==> src/rtl/risc16_ctrl_fsm.sv <==
// rtl/risc16_ctrl_fsm.sv - multi-cycle RISC-16 control unit driving register file, ALU, PC and data memory
module risc16_ctrl_fsm #(
    parameter bit HALT_EN     = 1'b1,
    parameter int ACK_TIMEOUT = 0
) (
    input  logic        clk,
    input  logic        rst_n,
    output logic        imem_req,
    input  logic        imem_ack,
    input  logic [15:0] imem_rdata,
    output logic        dmem_req,
    output logic        dmem_we,
    input  logic        dmem_ack,
    input  logic        alu_eq,
    output logic [2:0]  rA,
    output logic [2:0]  rB,
    output logic [2:0]  rC,
    output logic        MUX_rf,
    output logic [1:0]  MUX_tgt,
    output logic        WE_rf,
    output logic [1:0]  alu_op,
    output logic [1:0]  alu_bsel,
    output logic        pc_we,
    output logic [1:0]  pc_sel,
    output logic        halted,
    output logic        err
);

    localparam logic [2:0] OP_ADD  = 3'b000;
    localparam logic [2:0] OP_ADDI = 3'b001;
    localparam logic [2:0] OP_NAND = 3'b010;
    localparam logic [2:0] OP_LUI  = 3'b011;
    localparam logic [2:0] OP_SW   = 3'b100;
    localparam logic [2:0] OP_LW   = 3'b101;
    localparam logic [2:0] OP_BEQ  = 3'b110;
    localparam logic [2:0] OP_JALR = 3'b111;

    localparam int CW = (ACK_TIMEOUT > 1) ? $clog2(ACK_TIMEOUT) : 1;
    localparam logic [CW-1:0] CNT_LAST = CW'((ACK_TIMEOUT > 0) ? (ACK_TIMEOUT - 1) : 0);

    typedef enum logic [2:0] {
        FETCH,
        DECODE,
        EXEC,
        MEM,
        WB,
        HALT,
        ERR
    } state_t;

    state_t        state_q, state_d;
    logic [15:0]   ir_q, ir_d;
    logic          eq_q, eq_d;
    logic [CW-1:0] cnt_q, cnt_d;

    logic [2:0] op;
    logic       timeout_hit;
    logic       reads_ra;
    logic       writes_rf;

    assign op          = ir_q[15:13];
    assign timeout_hit = (ACK_TIMEOUT > 0) && (cnt_q == CNT_LAST);
    assign reads_ra    = (op == OP_SW) || (op == OP_BEQ);
    assign writes_rf   = (op != OP_SW) && (op != OP_BEQ) && (ir_q[12:10] != 3'd0);

    always_ff @(posedge clk or negedge rst_n) begin
        if (!rst_n) begin
            state_q <= FETCH;
            ir_q    <= '0;
            eq_q    <= 1'b0;
            cnt_q   <= '0;
        end else begin
            state_q <= state_d;
            ir_q    <= ir_d;
            eq_q    <= eq_d;
            cnt_q   <= cnt_d;
        end
    end

    always_comb begin
        state_d = state_q;
        ir_d    = ir_q;
        eq_d    = eq_q;
        cnt_d   = cnt_q;
        case (state_q)
            FETCH: begin
                if (imem_ack) begin
                    ir_d    = imem_rdata;
                    state_d = DECODE;
                end else if (timeout_hit) begin
                    state_d = ERR;
                end else if (ACK_TIMEOUT > 0) begin
                    cnt_d = cnt_q + 1'b1;
                end
            end
            DECODE: begin
                if (HALT_EN && (op == OP_JALR) && (ir_q[6:0] != 7'd0)) begin
                    state_d = HALT;
                end else begin
                    state_d = EXEC;
                end
            end
            EXEC: begin
                if (op == OP_BEQ) begin
                    eq_d = alu_eq;
                end
                if ((op == OP_LW) || (op == OP_SW)) begin
                    state_d = MEM;
                    cnt_d   = '0;
                end else begin
                    state_d = WB;
                end
            end
            MEM: begin
                if (dmem_ack) begin
                    state_d = WB;
                end else if (timeout_hit) begin
                    state_d = ERR;
                end else if (ACK_TIMEOUT > 0) begin
                    cnt_d = cnt_q + 1'b1;
                end
            end
            WB: begin
                state_d = FETCH;
                cnt_d   = '0;
            end
            HALT:    state_d = HALT;
            ERR:     state_d = ERR;
            default: state_d = FETCH;
        endcase
    end

    // imem_req is qualified by rst_n so every output is quiet while reset is held.
    always_comb begin
        imem_req = 1'b0;
        dmem_req = 1'b0;
        dmem_we  = 1'b0;
        rA       = 3'd0;
        rB       = 3'd0;
        rC       = 3'd0;
        MUX_rf   = 1'b0;
        MUX_tgt  = 2'b00;
        WE_rf    = 1'b0;
        alu_op   = 2'b00;
        alu_bsel = 2'b00;
        pc_we    = 1'b0;
        pc_sel   = 2'b00;
        halted   = 1'b0;
        err      = 1'b0;
        if (state_q != FETCH) begin
            rA = ir_q[12:10];
            rB = ir_q[9:7];
            rC = ir_q[2:0];
        end
        case (state_q)
            FETCH: imem_req = rst_n;
            DECODE: MUX_rf = reads_ra;
            EXEC: begin
                MUX_rf = reads_ra;
                case (op)
                    OP_ADD:  begin alu_op = 2'b00; alu_bsel = 2'b00; end
                    OP_ADDI: begin alu_op = 2'b00; alu_bsel = 2'b01; end
                    OP_NAND: begin alu_op = 2'b01; alu_bsel = 2'b00; end
                    OP_LUI:  begin alu_op = 2'b10; alu_bsel = 2'b10; end
                    OP_SW:   begin alu_op = 2'b00; alu_bsel = 2'b01; end
                    OP_LW:   begin alu_op = 2'b00; alu_bsel = 2'b01; end
                    OP_BEQ:  begin alu_op = 2'b11; alu_bsel = 2'b00; end
                    default: begin alu_op = 2'b00; alu_bsel = 2'b00; end
                endcase
            end
            MEM: begin
                MUX_rf   = reads_ra;
                dmem_req = 1'b1;
                dmem_we  = (op == OP_SW);
            end
            WB: begin
                MUX_rf = reads_ra;
                pc_we  = 1'b1;
                WE_rf  = writes_rf;
                if ((op == OP_BEQ) && eq_q) begin
                    pc_sel = 2'b01;
                end else if (op == OP_JALR) begin
                    pc_sel = 2'b10;
                end
                if (op == OP_LW) begin
                    MUX_tgt = 2'b00;
                end else if (op == OP_JALR) begin
                    MUX_tgt = 2'b10;
                end else begin
                    MUX_tgt = 2'b01;
                end
            end
            HALT:    halted = 1'b1;
            ERR:     err = 1'b1;
            default: ;
        endcase
    end

endmodule

==> config.mk <==
export PLATFORM = sky130hd
export DESIGN_NAME = risc16_ctrl_fsm
export DESIGN_NICKNAME = d
export VERILOG_FILES = /design/src/rtl/risc16_ctrl_fsm.sv
export SDC_FILE = /design/constraint.sdc
export NUM_CORES = 1
export LEC_CHECK = 0
export ABC_AREA = 1
export CORE_ASPECT_RATIO = 1.1
export CORE_MARGIN = 2
export CORE_UTILIZATION = 42
export DETAILED_ROUTE_END_ITERATION = 8
export PLACE_DENSITY = 0.89
export SLEW_MARGIN = 5
export SYNTH_ARGS = -nofsm -noshare
export SYNTH_HDL_FRONTEND = slang
export SYNTH_SLANG_ARGS = --single-unit
==> constraint.sdc <==
create_clock -name clk -period 1.92 [get_ports clk]
set_clock_uncertainty 0.15 [all_clocks]
set_input_delay 0.192 -clock clk [delete_from_list [all_inputs] [get_ports clk]]
set_output_delay 0.192 -clock clk [all_outputs]
set_load 0.01 [all_outputs]
==> metrics.cfg, run 1 <==
[power_and_ir_drop]
power_frac_clock=0.077
p_seq_frac=0.297
switching_share=0.448
power-per-cell-area_nw_per_um2=1480
p_sw_w=0.00110
p_comb_frac=0.626
vdd_drop_max_mv=0.976
intPower_w=0.00135
cellLeakagePower_nw=0.942

[timing]
slew_headroom=0.803
worstMarginPinSlew_ns=0.295
min_period_ns=1.86
fmax_mhz=538
tns_ns=0
rsz0062_at_grt=true
finalSetupViolCount=0
hold_viol=0
min_period_over_period=0.968
slew_violations=0
whs_ns=0.155

[layout]
fin_area_um2=1660
postLayoutCoreUtil=0.671
diodes=0
drive_gt1_frac=0.245
stdcell_count=239
area_growth_pct=52.5
final_nets=231

[detailed_routing]
via_per_inst=4.88
vias=1167
dr.pass1.iters=4
drt-initial-drc-count=11
drt-total-wl_um=2840
drtAntennaViolNets=0
routedWlPerCell_um=11.9
post-route-drc-count=0

[clocking]
cts_htree_levels=1
worstSkewPairLatency_ns=0.29
cts_root_buffer=clkbuf_4
postCtsHoldBufs=0
cts_buffers=3
clock-sinks=20
cts.path.max_buffers=2
cts.reportedPaths.clkPinSlew_ns=0.10
cts_tree=built

[worst_setup_path]
start_kind=flop
arrival_ns=1.52
path_max_fanout=4
cpPeakStageDelay_ns=0.41
required_ns=1.58
cpMaxStageDelayCell=dfrtp_1
r2r_slack_ns=0.21
crit_chain=buf_6 > nor2_4 > nand2_2 > inv_2 > buf_6 > buf_4 > nor2_1 > clkbuf_2
cp-end-kind=output port
worst-setup-path-type=reg2out
crit_path_frequent_cell=buf_6

[floorplan]
pin_count=46
chipHeight_um=57.4
dieArea_um2=3010
fp-row-count=19
core_area_um2=2470
initial_utilization=0.440
die_w_um=52.5

[logic_synthesis]
syn_nets=169
ys_types=20
ys_ff_latch=20
syn_avg_cell_area_um2=7.35
synth_largest_area_cell=dfrtp_1
synth_seq_area_share=0.460
synthTopCellsByArea=dfrtp_1 46%, nor2_1 12%, inv_1 7.9%
netlist_area_um2=1090
yosysWarnings=0
synth_top_area_frac=0.460
syn_inst=148

[placement]
place_congestion=0.773
dpl.cell_count=225
port_buffers=45
dp_hpwl_um=2090
placed_cell_area_um2=1580

[min_path]
hold_class=in2async

[global_route]
grt_max_degree=32
grt_pass1_vias=1093
overflow=0
track_usage=0.205
antenna_found_initial=0
grt_pass1_wl_um=4680

[run_status]
outcome=finished, final reports clean

[run]
drv_cap=0

[kinds of logic (layout without fill, tap and decap cells)]
logic type,after synthesis,after routing,share of synthesized area
buf+inv,29,89,0.122
flops,20,20,0.460
compound gates,21,21,0.102
simple gates,78,78,0.315
[final cells by class]
type	count	area, um2
Fill cell	225	815
Timing Repair Buffer	61	509
Sequential cell	20	502
Multi-Input combinational cell	99	492
Inverter	25	93.8
Tap cell	31	38.8
Clock buffer	3	22.5
[flip-flops by register name (all words and copies together) (netlist names)]
| register | flops |
|---|---|
| ir_q | 16 |
| eq_q | 1 |
| state_q | 3 |
[routing by layer]
metal / global-route usage / part of all wire / vias up
met5: 0 / 0 / -
met4: 0.121 / 0.049 / 0
met3: 0.0262 / 0.062 / 16
met2: 0.350 / 0.50 / 48
met1: 0.241 / 0.39 / 523
li1: - / - / 580
[timing repair]
action | CTS | global route
endpoints found under the setup margin | 23 | 29
resized for setup | 42 | 33
pin swaps | 2 | 1
gates cloned | 0 | 1
setup buffers | 6 | 4
[per-stage QoR]
stage | worst slack [ns] | power, W
after floorplan | 0.486 | 0.00153
after global placement | 0.0590 | 0.00209
after detailed placement | -0.0413 | 0.00216
after CTS | -0.0301 | 0.00235
after global routing | -0.0236 | 0.00266
final | 0.0620 | 0.00245
[power by group through the flow]
stage          combinational (W)  clock (W)  sequential [W]
2_1_floorplan           0.000824          0        0.000709
3_3_place_gp             0.00137          0        0.000717
3_5_place_dp             0.00142          0        0.000731
4_1_cts                  0.00143   0.000196        0.000722
5_1_grt                  0.00169   0.000219        0.000753
6_report                 0.00153   0.000188        0.000728
[path summary, 6_finish.rpt]
kind,start,to,cells past startpoint
worst min register to register,ir_q[6]$_DFFE_PN0P_,ir_q[6]$_DFFE_PN0P_,2
min in group clk,alu_eq,eq_q$_DFFE_PN0P_,3
max in group asynchronous,rst_n,state_q[0]$_DFFE_PN0P_,2
worst max register to register,state_q[1]$_DFFE_PN0P_,state_q[0]$_DFFE_PN0P_,9
worst min-delay path,rst_n,ir_q[1]$_DFFE_PN0P_,2
worst max-delay path,state_q[1]$_DFFE_PN0P_,rA[2],8
[worst max-delay path: cells and delay by family, from the launching register on]
family / cells / cell delay [ns]
DFF: 1 / 0.41
and+or+nand+nor: 3 / 0.24
buffers and inverters: 5 / 0.57
[Yosys cell counts]
| master | instances |
|---|---|
| o21ai_0 | 2 |
| inv_2 | 2 |
| nor3b_1 | 1 |
| inv_1 | 23 |
| or2_4 | 1 |
| buf_6 | 3 |
| dfrtp_1 | 20 |
| nand3_2 | 1 |
| a21oi_1 | 17 |
| nand2_2 | 3 |
| nor2_1 | 36 |
| buf_2 | 1 |
| or2_2 | 1 |
| nor2_2 | 2 |
| nor3_2 | 1 |
| a211oi_1 | 1 |
| nor3_1 | 4 |
| nand2_1 | 21 |
| a311oi_1 | 1 |
| nand3_1 | 7 |
[placed cells by master (no fill, tap or decap), types with 4 or more instances in the layout]
| master | instances |
|---|---|
| nand3_1 | 7 |
| clkdlybuf4s50_1 | 20 |
| buf_2 | 4 |
| nand2_1 | 19 |
| nor2_1 | 35 |
| clkbuf_2 | 10 |
| dlygate4sd2_1 | 6 |
| buf_4 | 13 |
| a21oi_1 | 17 |
| inv_1 | 22 |
| dfrtp_1 | 19 |
(Power assumes the default switching activity.)
==> run 2: changes to the inputs <==
SKIP_LAST_GASP = 1   (was unset)
==> run 2 against run 1 <==
The run now ends with setup timing left. Sequential cell count unchanged. Die area unchanged. Global-route usage about the same. Count of clock-buffer cells in the layout unchanged. Cell count down 0.42%. First-iteration DRC count up 64%. Critical path type unchanged.
==> metrics.cfg, run 2 (synthesis results as in run 1) <==
[clocking]
cts_root_buffer=clkbuf_4
cts_tree=built
worstSkewPairLatency_ns=0.29  ; about the same
cts_buffers=3  ; unchanged
cts.path.max_buffers=2  ; unchanged
postCtsHoldBufs=0  ; unchanged
cts_htree_levels=1  ; unchanged
clock-sinks=20  ; unchanged
cts.reportedPaths.clkPinSlew_ns=0.10  ; about the same

[global_route]
antenna_found_initial=0  ; unchanged
grt_pass1_vias=1098  ; +0.46%
grt_max_degree=32  ; unchanged
overflow=0  ; unchanged
track_usage=0.205  ; about the same
grt_pass1_wl_um=4710  ; +0.73%

[timing]
setup_ws_ns=-0.0208  ; -0.0828 ns
tns_ns=-0.0329  ; -0.0329 ns
slew_headroom=0.804  ; +0.00123
slew_violations=0  ; unchanged
finalSetupViolCount=4  ; +4
rsz0062_at_grt=true
min_period_over_period=1.01  ; +0.0431
hold_viol=0  ; unchanged
worstMarginPinSlew_ns=0.293  ; -0.00185 ns
fmax_mhz=515  ; -4.3%
min_period_ns=1.94  ; +0.0828 ns

[layout]
top_register=ir_q
postLayoutCoreUtil=0.675  ; +0.00405
final_nets=230  ; -0.43%
area_growth_pct=53.4
drive_gt1_frac=0.193  ; -0.0520
reg_top3=ir_q: 16 flops, state_q: 3 flops, eq_q: 1 flops
final_common_cell=nor2_1
largest_reg_flops=16  ; unchanged
fin_area_um2=1670  ; +0.60%
diodes=0  ; unchanged
final_cell_mix=35 x nor2_1, 22 x inv_1, 20 x nand2_1, 20 x clkdlybuf4s50_1, 19 x dfrtp_1

[power_and_ir_drop]
cellLeakagePower_nw=0.949  ; +0.70%
power_w=0.00245  ; +0.17%
power-per-cell-area_nw_per_um2=1470  ; -0.43%
vdd_drop_max_mv=0.937  ; -4.1%

[detailed_routing]
vias=1176  ; +0.77%
dr.pass1.iters=4  ; unchanged
routedWlPerCell_um=12.2  ; +3.0%
drt-initial-drc-count=18  ; +7
drt-total-wl_um=2910  ; +2.5%
post-route-drc-count=0  ; unchanged
drtAntennaViolNets=0  ; unchanged
via_per_inst=4.94  ; +1.2%

[floorplan]
core_area_um2=2470  ; unchanged
chipHeight_um=57.4  ; unchanged
fp-row-count=19  ; unchanged
die_w_um=52.5  ; unchanged
dieArea_um2=3010  ; unchanged
pin_count=46  ; unchanged
initial_utilization=0.440  ; unchanged

[worst_setup_path]
cpMaxStageDelayCell=dfrtp_1
worst-setup-path-type=reg2out
r2r_slack_ns=0.17  ; -0.04 ns
crit_chain=inv_2 > nor2_4 > nand2_2 > nor2_1 > or2_2 > dlygate4sd2_1
required_ns=1.58  ; about the same
start_kind=flop
cp-end-kind=output port
cpPeakStageDelay_ns=0.42  ; about the same
critPathBufInv=2  ; -3
cpLargestDelayFamily=simple AND/OR/NAND/NOR gates
path_max_fanout=5  ; +1
arrival_ns=1.60  ; +0.08 ns

[min_path]
hold_class=in2async

[placement]
port_buffers=45  ; unchanged
place_congestion=0.773  ; unchanged
placed_cell_area_um2=1580  ; unchanged
dp_hpwl_um=2090  ; unchanged

[run]
drv_cap=0  ; unchanged

[run_status]
violations=setup timing
outcome=complete, but fails checks

## run 2: per-stage QoR
stage / setup slack, ns / hold slack, ns / cells
2_1_floorplan: 0.486 / -0.254 / 148
3_5_place_dp: -0.0413 / 0.314 / 225
4_1_cts: -0.119 / 0.141 / 234
6_report: -0.0208 / 0.138 / 238
5_1_grt: -0.118 / 0.148 / 238
3_3_place_gp: 0.0590 / 0.305 / 225
## run 2: where the power goes
| group | internal (W) | switching (W) |
|---|---|---|
| combinational | 0.000670 | 0.000867 |
| clock | 0.0000729 | 0.000115 |
| sequential | 0.000618 | 0.000110 |
| total | 0.00136 | 0.00109 |
## run 2: final cells by class
cell class	count	area, um2
sequential	20	502
tap	31	38.8
clock buffer	3	22.5
inverter	25	96.3
multi-input combinational	99	479
fill	231	805
timing repair buffer	60	529
## run 2: what timing repair did
item / in CTS / in global routing
endpoints found under the setup margin: 23 / 34
gates resized for setup: 34 / 21
pin swaps: 2 / 3
cloned: 0 / 1
buffers inserted: 6 / 3
## run 2: worst reg2reg max path, stage by stage (launching register included)
cell and delay (ns):
dfrtp_1 0.42, buf_6 0.13, nor2_4 0.11, nand2_2 0.11, buf_4 0.15, buf_4 0.13
o21ai_0 0.24, inv_1 0.07, nand2_1 0.08, nand2_1 0.05
## run 2: layer usage
metal	track usage	vias up	wire (um)
li1	-	580	-
met1	0.247	540	1130
met2	0.348	49	1550
met3	0.0236	7	175
met4	0.117	0	59
met5	0	-	0
## run 2: final timing paths
check | end | start | depth (start not counted)
max in group asynchronous | state_q[0]$_DFFE_PN0P_ | rst_n | 2
worst min register to register | ir_q[6]$_DFFE_PN0P_ | ir_q[6]$_DFFE_PN0P_ | 2
worst min-delay path | ir_q[1]$_DFFE_PN0P_ | rst_n | 2
min in group clk | eq_q$_DFFE_PN0P_ | alu_eq | 3
worst max-delay path | alu_op[1] | state_q[1]$_DFFE_PN0P_ | 6
worst max register to register | state_q[0]$_DFFE_PN0P_ | state_q[1]$_DFFE_PN0P_ | 9
==> run 3: changes to the inputs <==
GPL_TIMING_DRIVEN = 0   (was unset)
SLEW_MARGIN = 20   (was 5)
==> run 3 against run 2 <==
The flow now finishes without violations. Fmax rose by 1.2%. Design area is 2.3% higher. Combinational power is essentially flat. Cell count unchanged. Critical path depth stayed put. Via count fell by 3.1%. Worst hold slack gained 0.17 ns. Critical path type unchanged. Highest routed layer unchanged.
==> metrics.cfg, run 3 (synthesis results as in run 1) <==
[worst_setup_path]
required_ns=1.58  ; about the same
cp-end-kind=output port
path_max_fanout=5  ; unchanged
worst-setup-path-type=reg2out
arrival_ns=1.58  ; -0.02 ns
start_kind=flop
r2r_slack_ns=0.43  ; +0.26 ns

[detailed_routing]
drt-total-wl_um=2870  ; -1.2%
post-route-drc-count=0  ; unchanged
vias=1139  ; -3.1%
drtAntennaViolNets=0  ; unchanged
via_per_inst=4.79  ; -3.1%
routedWlPerCell_um=12.1  ; -1.2%
dr.pass1.iters=4  ; unchanged
drt-initial-drc-count=20  ; +2

[floorplan]
die_w_um=52.5  ; unchanged
fp-row-count=19  ; unchanged
pin_count=46  ; unchanged
core_area_um2=2470  ; unchanged
initial_utilization=0.440  ; unchanged
dieArea_um2=3010  ; unchanged
chipHeight_um=57.4  ; unchanged

[global_route]
antenna_found_initial=0  ; unchanged
grt_pass1_vias=1096  ; -0.18%
overflow=0  ; unchanged
grt_pass1_wl_um=4680  ; -0.72%
track_usage=0.208  ; +0.00312
grt_max_degree=16  ; -50%

[clocking]
cts_htree_levels=1  ; unchanged
clock-sinks=20  ; unchanged
cts_root_buffer=clkbuf_4
cts_tree=built
cts.path.max_buffers=2  ; unchanged
worstSkewPairLatency_ns=0.30  ; about the same
cts_buffers=3  ; unchanged
cts.reportedPaths.clkPinSlew_ns=0.10  ; about the same

[power_and_ir_drop]
switching_share=0.437  ; -0.00854
cellLeakagePower_nw=0.949  ; about the same
power_w=0.00245  ; -0.26%
p_sw_w=0.00107  ; -2.2%
vdd_drop_max_mv=0.869  ; -7.3%
power_frac_clock=0.078  ; about the same
p_comb_frac=0.619  ; -0.008
power-per-cell-area_nw_per_um2=1430  ; -2.5%
intPower_w=0.00138  ; +1.3%
p_seq_frac=0.303  ; +0.006

[timing]
slew_violations=0  ; unchanged
slew_headroom=0.543  ; -0.261
rsz0062_at_grt=true
tns_ns=0  ; +0.0329 ns
worstMarginPinSlew_ns=0.683  ; +0.389 ns
hold_viol=0  ; unchanged
fmax_mhz=521  ; +1.2%
whs_ns=0.311  ; +0.172 ns
min_period_over_period=0.999  ; -0.0121
min_period_ns=1.92  ; -0.0232 ns
finalSetupViolCount=0  ; -4

[layout]
stdcell_count=238  ; unchanged
postLayoutCoreUtil=0.690  ; +0.0157
final_common_cell=nor2_1
diodes=0  ; unchanged
area_growth_pct=57.0
final_nets=230  ; unchanged
final_cell_mix=35 x nor2_1, 20 x inv_1, 20 x dlygate4sd2_1
multiInputGateArea_um2=487  ; +1.6%
reg_top3=ir_q: 16 flops, state_q: 3 flops, eq_q: 1 flops
regArea_um2=504  ; +0.50%
drive_gt1_frac=0.198  ; +0.00483
fill_cells=217  ; -6.1%
top_register=ir_q
largest_reg_flops=16  ; unchanged

[placement]
dp_hpwl_um=2070  ; -1.0%
dpl.cell_count=224  ; -0.44%
place_congestion=0.738  ; -4.6%
port_buffers=45  ; unchanged

[run_status]
outcome=finished, final reports clean

[run]
drv_cap=0  ; unchanged

[min_path]
hold_class=in2reg

run 3: cell types whose count changed in the layout (fill, tap and decap cells not counted), sizes merged:
cell / before / now
clkdlybuf4s15: 1 / 2
dlygate4sd3: 0 / 2
clkdlybuf4s50: 20 / 19
buf: 18 / 15
clkbuf: 6 / 3
dlygate4sd2: 16 / 20
run 3: layer usage:
layer / track usage / share of wire
met5: 0 / 0
met1: 0.257 / 0.41
met2: 0.361 / 0.52
met3: 0.0288 / 0.052
met4: 0.0842 / 0.017
run 3: power by group through the flow:
| stage | combinational, W | clock (W) | sequential, W |
|---|---|---|---|
| 2_1_floorplan | 0.000824 | 0 | 0.000709 |
| 3_3_place_gp | 0.00138 | 0 | 0.000720 |
| 3_5_place_dp | 0.00141 | 0 | 0.000738 |
| 4_1_cts | 0.00140 | 0.000197 | 0.000728 |
| 5_1_grt | 0.00168 | 0.000215 | 0.000759 |
| 6_report | 0.00151 | 0.000192 | 0.000741 |
run 3: timing repair:
item | CTS | global route
gates resized for setup | 40 | 14
setup endpoints to repair | 24 | 18
hold buffers | 2 | 0
hold endpoints to repair | 5 | 0
pin swaps | 2 | 1
buffers inserted | 6 | 2
cloned | 0 | 1
run 3: path summary, 6_finish.rpt:
kind	start	end	cells past startpoint
worst max-delay path	state_q[1]$_DFFE_PN0P_	alu_op[1]	6
worst min-delay path	imem_rdata[2]	ir_q[2]$_DFFE_PN0P_	3
max in group asynchronous	rst_n	state_q[1]$_DFFE_PN0P_	2
worst max register to register	state_q[0]$_DFFE_PN0P_	state_q[0]$_DFFE_PN0P_	7
min in group asynchronous	rst_n	ir_q[14]$_DFFE_PN0P_	2
worst min register to register	ir_q[6]$_DFFE_PN0P_	ir_q[6]$_DFFE_PN0P_	2
run 3: cell type report:
type	instances	share of cell area
Timing Repair Buffer	56	0.301
Clock buffer	3	0.0132
Multi-Input combinational cell	99	0.285
Buffer	4	0.0264
Sequential cell	20	0.295
Tap cell	31	0.0227
Inverter	25	0.0565
run 3: stage by stage:
stage | setup WS (ns) | area, um2
3_3_place_gp | -0.470 | 1580
2_1_floorplan | 0.486 | 1090
6_report | 0.00241 | 1710
4_1_cts | -0.0559 | 1660
5_1_grt | -0.0854 | 1710
3_5_place_dp | -0.504 | 1580
run 3: critical path: stages (launching register included):
cell and delay [ns]:
dfrtp_2 0.45, inv_2 0.09, nor2_4 0.04, nand2_2 0.11, nor2_1 0.07, or2_2 0.29, clkdlybuf4s15_1 0.23
